<file path="src/rtl/nic8_sequencer.sv">
// nic8_sequencer: four-state control sequencer for the NIC8 datapath.
// The sequencer fetches an instruction in one cycle and executes it in the next.
// It can free-run, or single-step on a fresh rising stepReq.
// The control bits decode the registered state. The decode also uses the IR fields
// and the ALU flags, because those inputs are only meaningful during EXEC.
module nic8_sequencer #(
  parameter int CNT_W = 16
) (
  input  logic             clk,
  input  logic             reset_n,
  input  logic [7:0]       ir,
  input  logic             zeroFlag,
  input  logic             carryFlag,
  input  logic             run,
  input  logic             stepReq,
  output logic             stepAck,
  output logic [13:0]      controlBits,
  output logic             incPC,
  output logic             halted,
  output logic [CNT_W-1:0] retired
);

  typedef enum logic [1:0] {IDLE, FETCH, EXEC, HALT} state_t;

  // Field order matches the controlBits bus, MSB first.
  typedef struct packed {
    logic load_ir;
    logic load_pc;
    logic load_a;
    logic load_b;
    logic load_x;
    logic do_out;
    logic store_mem;
    logic assert_m;
    logic assert_e;
    logic assert_a;
    logic assert_x;
    logic immediate;
    logic do_subtract;
    logic do_jump;
  } ctrl_t;

  state_t     state;
  ctrl_t      ctrl;
  logic       step_armed;   // stepReq has been seen low since the last step started
  logic       stepped;      // current instruction was started by a single-step request
  logic       jump_taken;

  logic [1:0] src;
  logic [2:0] dst;
  logic       imm;
  logic       sub;
  logic       hlt;

  assign src = ir[7:6];
  assign dst = ir[5:3];
  assign imm = ir[2];
  assign sub = ir[1];
  assign hlt = ir[0];

  // Sequencer state, step qualifier, retire counter and the step acknowledge pulse.
  // NOTE: every register here uses <= so all of them update from the same pre-edge values.
  always_ff @(posedge clk or negedge reset_n) begin
    if (!reset_n) begin
      state      <= IDLE;
      step_armed <= 1'b0;
      stepped    <= 1'b0;
      stepAck    <= 1'b0;
      retired    <= '0;
    end else begin
      stepAck <= 1'b0;
      if (!stepReq) step_armed <= 1'b1;
      case (state)
        IDLE: begin
          if (run) begin
            state   <= FETCH;
            stepped <= 1'b0;
          end else if (stepReq && step_armed) begin
            state      <= FETCH;
            stepped    <= 1'b1;
            step_armed <= 1'b0;
          end
        end
        FETCH: state <= EXEC;
        EXEC: begin
          retired <= retired + 1'b1;
          if (hlt) begin
            state <= HALT;
          end else if (run) begin
            state   <= FETCH;
            stepped <= 1'b0;
          end else begin
            state   <= IDLE;
            stepAck <= stepped;   // free-run stopped by run=0 gets no acknowledge
          end
        end
        HALT: state <= HALT;
        default: state <= IDLE;
      endcase
    end
  end

  // Decode the control word from the state and, during EXEC, from the instruction fields.
  // NOTE: defaults at the top of the block keep every path assigned, so no latches.
  always_comb begin
    ctrl       = '0;
    incPC      = 1'b0;
    jump_taken = 1'b0;
    case (state)
      FETCH: begin
        ctrl.assert_m  = 1'b1;
        ctrl.immediate = 1'b1;
        ctrl.load_ir   = 1'b1;
        incPC          = 1'b1;
      end
      EXEC: begin
        case (src)
          2'd0: ctrl.assert_m = 1'b1;
          2'd1: ctrl.assert_e = 1'b1;
          2'd2: ctrl.assert_a = 1'b1;
          2'd3: ctrl.assert_x = 1'b1;
          default: ;
        endcase
        case (dst)
          3'd0: ctrl.load_a    = 1'b1;
          3'd1: ctrl.load_b    = 1'b1;
          3'd2: ctrl.load_x    = 1'b1;
          3'd3: ctrl.do_out    = 1'b1;
          3'd4: ctrl.store_mem = (src != 2'd0);   // M-to-M is a no-op
          3'd5: jump_taken     = 1'b1;
          3'd6: jump_taken     = zeroFlag;
          3'd7: jump_taken     = carryFlag;
          default: ;
        endcase
        ctrl.immediate   = imm;
        ctrl.do_subtract = sub;
        ctrl.load_pc     = jump_taken;
        ctrl.do_jump     = jump_taken;
        incPC            = imm & ~jump_taken;   // a taken jump overrides the increment
      end
      default: ;
    endcase
  end

  assign controlBits = ctrl;
  assign halted      = (state == HALT);

endmodule

</file>
<file path="config.mk">
export PLATFORM = sky130hd
export DESIGN_NAME = nic8_sequencer
export DESIGN_NICKNAME = d
export VERILOG_FILES = /design/src/rtl/nic8_sequencer.sv
export SDC_FILE = /design/constraint.sdc
export NUM_CORES = 1
export LEC_CHECK = 0
export BUFFER_PORTS_ARGS = -buffer_cell sky130_fd_sc_hd__buf_2
export CELL_PAD_IN_SITES_DETAIL_PLACEMENT = 0
export CELL_PAD_IN_SITES_GLOBAL_PLACEMENT = 1
export CORE_MARGIN = 5
export CORE_UTILIZATION = 31
export CTS_BUF_LIST = sky130_fd_sc_hd__clkbuf_16
export DETAILED_ROUTE_END_ITERATION = 8
export GPL_TIMING_DRIVEN = 0
export PLACE_DENSITY_LB_ADDON = 0.1
export SLEW_MARGIN = 20
export SYNTH_ARGS = -nofsm -noshare
export SYNTH_HDL_FRONTEND = slang
export SYNTH_SLANG_ARGS = --single-unit
</file>
<file path="constraint.sdc">
create_clock -name clk -period 1.7 [get_ports clk]
set_input_delay 0.34 -clock clk [delete_from_list [all_inputs] [get_ports clk]]
set_output_delay 0.34 -clock clk [all_outputs]
set_load 0.02 [all_outputs]
</file>
# Yosys cells after proc, flatten, opt, wreduce, memory -nomap -nowiden
# Cells that the tools add are included.
# Widths: inputs -> output; s select.
# op_classes
bitwise	2
reduce_logical	7
add_sub_neg	1
n_mux	34
eq_ne	15
# op_table
op	n
$mux 1	22
$add 16x1->16 const B	1
$eq 3x3->1 const B	4
$eq 2x2->1 const B	4
$mux 2	4
$pmux 1 s2	4
$pmux 2 s4	1
$eq 3x2->1 const B	2
$mux 6	1
$eq 2x1->1 const B	2
$logic_not 2->1	2
$reduce_bool 2->1	2
$eq 3x1->1 const B	1
$logic_not 3->1	1
$mux 3	1
$ne 3x3->1 const B	1
$pmux 1 s3	1
$reduce_and 3->1	1
$ne 2x2->1 const B	1
$and 1x1->1	1
$logic_and 1x1->1	1
$not 1->1	1
# totals
register_bits	21
output_inout_bits	33
inputBits	14
elab_cells	64

# Longest topological paths before layout
# Gate-level depths: netlist (run 1).
# depth
word_depth	6
mapped_depth	7
ltp_nobuf	6

# Least setup slack after synthesis (run 1)
# No wires, ideal clock.
# synth_timing
kind	register to output
from	register state[0]
to	output controlBits[7]
slack_ns	-0.381
n_path_buf	2
t_arrival_ns	1.741
path_stages_with_launch	7
t_required_ns	1.360
cell_sequence	dfrtp_1 -> inv_1 -> ha_1 -> buf_6 -> clkbuf_1 -> nand2_1 -> nor4_1
# synth_via
elab_chain_cells	2
# synth_lines
element	line	rtl
from (decl)	43	state_t state;
from (signal assigned)	65	state <= IDLE;
from (signal assigned)	76	state <= FETCH;
from (signal assigned)	79	state <= FETCH;
$eq 2x2->1	109	case (state)
$mux 6	109	
to (decl)	17	output logic [13:0] controlBits,
# No other way between the ends.

# Worst setup path after layout (run 1)
# layout_timing
from	register state[0]
to	output controlBits[10]
# The elaborated chain is that of the path after synthesis.

==> results.md, run 1 <==
- Outcome: complete, but fails checks
- Failing checks: negative setup slack
- CTS H-tree lvls: 1
- Fin crit period: 1870 ps
- RSZ-0062 raised after global routing: true
- Final Setup Violations: 12
- Hold_buf cts: 0
- Tot GR Track Use: 11.5%
- Initial antenna violation count: 0
- Clock slew at the register clock pins of the worst setup and hold paths: 60 ps
- Net Sw Power: 1.11 mW
- Max clock buf depth: 2
- Number of synthesized flops with an enable pin: 0
- Share of cells above drive strength 1: 53.2%
- Area delta synth->final: 58.3%
- Worst Setup SP: state[0]
- ANT nets after route: 0
- Final Hold Viols: 0
- First-pass GRT wire length: between 4 and 5 mm
- Row cnt: 22
- Critical path type: reg2out
- Number of max-cap violations: 0
- Max VDD drop: about 1 mV
- Synth Net Count: roughly 130
- Vias per inst: around 4.7
- Total gr overflow: 0
- Fin util: approximately 50%
- Worst r2r dst: retired[8]
- Main synth FF type: dfrtp_1
- R2R Path Start: state[0]
- Detailed Route WL: approximately 2.8 mm
- 1st-iter DRT viols: 28
- CTS tree: done
- Reg2reg path depth: 8
- Required time worst endpoint: about 1400 ps
- Later-pin clock latency in the skew report: between 200 and 300 ps
- HPWL Detailed: approximately 2.0 mm
- # nets final: around 190
- Comb pwr share: 53.5%
- Max_slew headroom: 68.8%
- Pre-antenna DRT Iters: 4
- Initial Util: 31.8%
- LEAKAGE: around 0.9 nW
- Die area: around 5100 µm²
- Sequential element share of the synthesized area: between 40% and 50%
- Final worst path period share: 110%
- Placed Cells incl. Taps: between 200 and 250
- Reg power frac: 28.6%
- Pint: 1.62 mW
- Vias in the first global route: 1077
- Reg2reg setup slack: roughly 30 ps
- Clock power frac: 17.9%
- Setup ws final: -165 ps
- Ys Warns: 0
- TritonCTS buffer count: 3
- Largest net degree at the start of global routing: 22
- Clock root buffer: clkbuf_16
- Die height: between 70 and 80 µm
- Yosys cell types: 31
- Core box area: about 3600 µm²
- Yosys reg bits: 21
- Worst Setup End Kind: output pin
- GPL Wtd Cong: around 0.75
- Switch share: 40.6%
- Die width: roughly 71 µm
- Synthesized instance count: roughly 110
- Antenna diodes: 0
- DRC errors left: 0
- Worst Tran Pin Value: between 400 and 500 ps
- Netlist Area Pre-Place: 1160 µm²
- Final Skew: 1.18 ps
- Crit path DAT: between 1500 and 2000 ps
- Pwr dens: about 1500 nW/µm²
- Slew Viols, Final: 0
- Worst hold path class: in2async
- Vias: slightly above 1000
- Io pins: 47
- Total power: between 2 and 3 mW
- Type of origin of the critical path: register
- # clock sinks: 21
- Crit Path Max Fanout: 6
- FMAX: 0.536 GHz
- Synth async-reset ratio: 100%
- Layout Cells excl Fill: around 220
- Syn avg cell area: 10.1 µm²
- Post-DR wirelength/cell: between 10 and 15 µm
- PortBufs: 46
- Critical Path Sink: controlBits[10]
==> what timing repair did <==
action / in CTS / in global routing
endpoints found under the hold margin: 0 / 0
setup buffers: 5 / 4
pin swaps: 8 / 6
gates resized for setup: 31 / 19
endpoints found under the setup margin: 17 / 21
==> worst min-delay path by stage <==
stage / depth (start not counted) / endpoint / slack (ps) / from
3_3_place_gp: 1 / step_armed / 320 / reset_n
6_report: 1 / retired[8] / 40 / reset_n
5_1_grt: 1 / retired[8] / 80 / reset_n
3_5_place_dp: 1 / retired[8] / 330 / reset_n
4_1_cts: 1 / retired[8] / 60 / reset_n
2_1_floorplan: 0 / retired[0] / 40 / reset_n
==> cells in the mapped netlist, drive strengths merged (3+ instances only) <==
cell type  instances  area [µm²]
dfrtp             21         526
ha                 6        75.1
nand2             12        45.0
nor2               7        26.3
o21ai              4        20.0
inv                5        18.8
nand3              8        45.0
and3               3        18.8
xor2               5        43.8
nor3               3        20.0
nand4              3        31.3
nor4               4        40.0
xnor2             10        87.6
a21oi              5        25.0
nor2b              4        25.0
==> power by group through the flow <==
stage / combinational (mW) / clock (mW) / sequential (mW)
2_1_floorplan: 0.641 / 0 / 0.826
3_3_place_gp: 1.00 / 0 / 0.766
3_5_place_dp: 1.01 / 0 / 0.772
4_1_cts: 1.30 / 0.506 / 0.760
5_1_grt: 1.59 / 0.522 / 0.800
6_report: 1.46 / 0.488 / 0.780
==> sequential cells by signal, summed over array words and instances (netlist names) <==
register / count
retired: 16
state: 2
stepAck: 1
step_armed: 1
stepped: 1
==> worst max-delay path: stages, from the launching register on <==
cell and delay (ps):
dfrtp_1 390, inv_2 80, ha_4 150, clkinvlp_4 160, nor4b_2 310, buf_4 180
==> cell usage in the layout (no fill, tap or decap), drive strengths merged <==
cell type	n
buf	55
dfrtp	21
nand2	12
xnor2	10
nand3	8
nor2	7
ha	6
a21oi	5
xor2	5
inv	5
o21ai	4
clkbuf	4
nor2b	4
nor4	4
and3	3
nor3	3
nand4	3
nor4b	2
a31oi	2
nand3b	1
a21bo	1
o21a	1
clkinvlp	1
nor3b	1
and2	1
or2	1
mux2	1
==> through the flow <==
step | cell area (µm²) | hold WS, ps | setup slack (ps) | TNS [ps]
floorplan | 1200 | 44.4 | -97.8 | -561
global placement | 1490 | 320 | -347 | -1420
detailed placement | 1490 | 327 | -382 | -1620
CTS | 1730 | 59.0 | -201 | -1550
global route | 1830 | 76.3 | -233 | -2100
finish | 1830 | 37.7 | -165 | -1150
==> cell families (layout without fill, tap and decap cells) <==
logic type / Yosys count / in the layout / share of synthesized area, %
compound gates: 13 / 13 / 6.49
xor+xnor: 15 / 15 / 11.4
fa+ha+maj: 6 / 6 / 6.49
buf+inv: 8 / 65 / 3.57
flops: 21 / 21 / 45.5
mux: 1 / 1 / 0.974
simple gates: 50 / 50 / 25.7
==> per-layer routing <==
metal / up-vias / part of all wire (%) / routed length [µm] / global-route usage, %
met3: 5 / 6.7 / 189 / 2.56
met4: 0 / 1.7 / 48 / 5.01
met1: 478 / 45 / 1280 / 14.3
met5: - / 0 / 0 / 0
met2: 41 / 46 / 1310 / 19.2
li1: 506 / - / - / -
==> area by class of cell <==
class | instances | area (µm²)
well taps | 48 | 60.1
fillers | 363 | 1800
clock inverters | 1 | 3.75
repair buffers | 54 | 340
plain buffers | 2 | 32.5
inverters | 5 | 22.5
multi-input cells | 85 | 769
flip-flops and latches | 21 | 527
clock buffers | 3 | 75.1
Note: power is estimated with default switching activity, not from simulation.
==> inputs of run 2 (changes only) <==
--- a/config.mk
+++ b/config.mk
@@ -5,6 +5,7 @@
 export SDC_FILE = /design/constraint.sdc
 export NUM_CORES = 1
 export LEC_CHECK = 0
+export ABC_AREA = 1
 export BUFFER_PORTS_ARGS = -buffer_cell sky130_fd_sc_hd__buf_2
 export CELL_PAD_IN_SITES_DETAIL_PLACEMENT = 0
 export CELL_PAD_IN_SITES_GLOBAL_PLACEMENT = 1
==> results.md, run 2 <==
- Cell depth of the worst setup path: 6 (+1)
- Worst Setup End Kind: output pin
- Die height: 73.2 µm (+2.9%)
- Total power: 2.54 mW (-6.6%)
- Final Setup Violations: 6 (-6)
- ANT nets after route: 0 (unchanged)
- Fin util: 45.8% (-4.6 points)
- Clock root buffer: clkbuf_16
- PortBufs: 46 (unchanged)
- Post-DR wirelength/cell: 12.0 µm (-6.6%)
- Slew Viols, Final: 0 (unchanged)
- Critical path type: reg2out
- Comb pwr share: 51.6% (-1.9 points)
- Worst Tran Pin Value: 485 ps (+17.4 ps)
- Required time worst endpoint: 1360 ps (about the same)
- Max clock buf depth: 2 (unchanged)
- Synth async-reset ratio: 100% (unchanged)
- Placed Cells incl. Taps: 252 (+21%)
- Io pins: 47 (unchanged)
- Vias in the first global route: 1302 (+21%)
- Outcome: complete, but fails checks
- Clock slew at the register clock pins of the worst setup and hold paths: 60 ps (about the same)
- Yosys cell types: 25 (-19%)
- Initial Util: 31.4% (-0.46 points)
- Core box area: 3940 µm² (+8.5%)
- Layout Cells excl Fill: 266 (+21%)
- Most frequent cells after synthesis: nand2_1, inv_1, dfrtp_1
- Tot GR Track Use: 13.0% (+1.4 points)
- RSZ-0062 raised after global routing: true
- Reg2reg setup slack: 130 ps (+100 ps)
- Ys Warns: 0 (unchanged)
- Top cell type's share of synthesized area: 42.5% (-2.9 points)
- Most frequent cell after synthesis: nand2_1
- Most frequent cells in the layout: buf_2, nand2_1, inv_1, buf_4, dfrtp_1
- Worst hold path class: in2async
- Commonest non-fill, non-tap cell in the layout: buf_2
- Post-synthesis simple-gate area fraction: 27.5% (+1.9 points)
- Synth Area in Adders: 6.07% (-0.42 points)
- Netlist Area Pre-Place: 1240 µm² (+6.9%)
- Biggest regs: retired x16, state x2
- FMAX: 0.562 GHz (+4.8%)
- Detailed Route WL: 3.21 mm (+13%)
- Slowest stage delay, CP: 430 ps (+40 ps)
- Pwr dens: 1410 nW/µm² (-5.3%)
- GR Layer Usage met2: 23.5% (+4.4 points)
- LEAKAGE: 0.974 nW (+8.2%)
- Vias: 1229 (+19%)
- Largest family of logic cells by synthesized area: simple AND/OR/NAND/NOR gates
- Critical Path Sink: incPC
- Max VDD drop: 0.814 mV (-20%)
- CTS H-tree lvls: 1 (unchanged)
- CTS tree: done
- Most used routing layer: met2
- Worst r2r dst: retired[11]
- Worst-path cell chain: inv_4, ha_1, inv_1, a21oi_2, o21a_1, buf_6
- Most flop-heavy register: retired
- Net Sw Power: 1.05 mW (-5.4%)
- TritonCTS buffer count: 3 (unchanged)
- Failing checks: negative setup slack
- Final Skew: 3.13 ps (+1.95 ps)
- Reg2reg path depth: 9 (+1)
- Synth Net Count: 176 (+31%)
- Met3 Use GR: 2.48% (-0.077 points)
- Hold_buf cts: 0 (unchanged)
- CP max stage cell: dfrtp_2
- Worst Setup SP: state[1]
- Reg power frac: 29.1% (+0.5 points)
- Crit Path Max Fanout: 4 (-2)
- # clock sinks: 21 (unchanged)
- Total gr overflow: 0 (unchanged)
- Yosys reg bits: 21 (unchanged)
- Post-Synth XOR/XNOR Area: 7.79% (-3.6 points)
- Buf/Inv on CP: 3 (unchanged)
- GPL Wtd Cong: 0.749 (-0.61%)
- Synthesized instance count: 156 (+37%)
- Area delta synth->final: 46.1%
- Routing usage on met1: 14.3% (+0.048 points)
- Hold slack: 43.2 ps (+5.49 ps)
- Switch share: 41.2% (+0.53 points)
- Largest net degree at the start of global routing: 22 (unchanged)
- Cell family with most CP delay: flip-flops
- HPWL Detailed: 2.35 mm (+18%)
- # nets final: 237 (+23%)
- First-pass GRT wire length: 5.49 mm (+17%)
- DRC errors left: 0 (unchanged)
- R2R Path Start: state[0]
- Max_slew headroom: 67.6% (-1.2 points)
- Fin crit period: 1780 ps (-85.6 ps)
- Main synth FF type: dfrtp_1
- Vias per inst: 4.62 (-1.8%)
- Setup ws final: -79.5 ps (+85.6 ps)
- Die area: 5350 µm² (+5.9%)
- Final Hold Viols: 0 (unchanged)
- Type of origin of the critical path: register
- Share of cells above drive strength 1: 39.8% (-13 points)
- Pre-antenna DRT Iters: 4 (unchanged)
- Later-pin clock latency in the skew report: 250 ps (about the same)
- Max reg flops: 16 (unchanged)
- Synth area leader: dfrtp_1
- Initial antenna violation count: 0 (unchanged)
- Number of max-cap violations: 0 (unchanged)
- Pint: 1.50 mW (-7.4%)
- Mux cell area share after synthesis: 0% (-0.97 points)
- Die width: 73.2 µm (+2.9%)
- Number of synthesized flops with an enable pin: 0 (unchanged)
- 1st-iter DRT viols: 68 (+140%)
- Antenna diodes: 0 (unchanged)
- Clock power frac: 19.3% (+1.4 points)
- Final worst path period share: 105% (-5.0 points)
- Sum Neg Setup Slack: -211 ps (+942 ps)
- Row cnt: 23 (+4.5%)
- Main area contributors after synthesis: dfrtp_1, nand2_1, inv_1, xor2_1, ha_1
- Syn avg cell area: 7.92 µm² (-22%)
- Sequential element share of the synthesized area: 42.5% (-2.9 points)
- Crit path DAT: 1440 ps (-90 ps)
- Synth Area in Compound Gates: 6.38% (-0.12 points)
==> run 2: worst register-to-register path, stage by stage, from the launching register on <==
cell,delay [ps]
dfrtp_1,400
inv_2,100
ha_4,160
buf_4,100
buf_4,100
nand3_2,140
nor2_4,160
nand2_1,100
o21ai_2,140
nand2_1,70
==> run 2: how the worst min path moves through the flow <==
stage,slack [ps],cells past startpoint,start,end
after global routing,100,1,reset_n,retired[11]
after floorplan,40,0,reset_n,retired[0]
after global placement,320,1,reset_n,retired[7]
final,40,1,reset_n,retired[10]
after detailed placement,340,1,reset_n,retired[7]
after CTS,70,1,reset_n,retired[14]
==> run 2: final cells by class <==
type | instances | area [µm²]
clock buffer | 3 | 75.1
timing repair buffer | 56 | 340
inverter | 28 | 108
tap | 50 | 62.6
clock inverter | 1 | 3.75
sequential | 21 | 527
buffer | 2 | 22.5
fill | 389 | 2140
multi-input combinational | 105 | 667
==> run 2: kinds of logic (layout without fill, tap and decap cells) <==
logic type,Yosys count,in the layout
AO/OA/AOI/OAI,14,14
XOR/XNOR,11,11
adder cells (fa/ha/maj),6,6
buffers and inverters,30,90
flip-flops,21,21
AND/OR/NAND/NOR,74,74
==> run 2: power groups by stage <==
stage | sequential (mW) | combinational (mW) | clock [mW]
floorplan | 0.798 | 0.623 | 0
global placement | 0.740 | 0.983 | 0
detailed placement | 0.740 | 0.992 | 0
CTS | 0.735 | 1.25 | 0.507
global route | 0.756 | 1.45 | 0.524
finish | 0.740 | 1.31 | 0.492
==> run 2: per-layer routing <==
metal  part of all wire [%]  routed length (µm)  vias up
li1                       -                   -      610
met1                     40                1290      574
met2                     51                1640       40
met3                    6.3                 203        5
met4                    2.1                  66        0
met5                      0                   0        -
==> run 2: stage by stage <==
step,setup WS [ps],instance area (µm²)
after floorplan,-148,1260
after global placement,-139,1550
after detailed placement,-159,1550
after CTS,-94.3,1750
after global routing,-142,1810
final,-79.5,1810
==> run 2: repair_timing <==
item,4_1_cts,5_1_grt
hold endpoints to repair,0,0
endpoints found under the setup margin,14,14
setup buffers,7,3
pin swaps,1,3
gates resized for setup,21,11
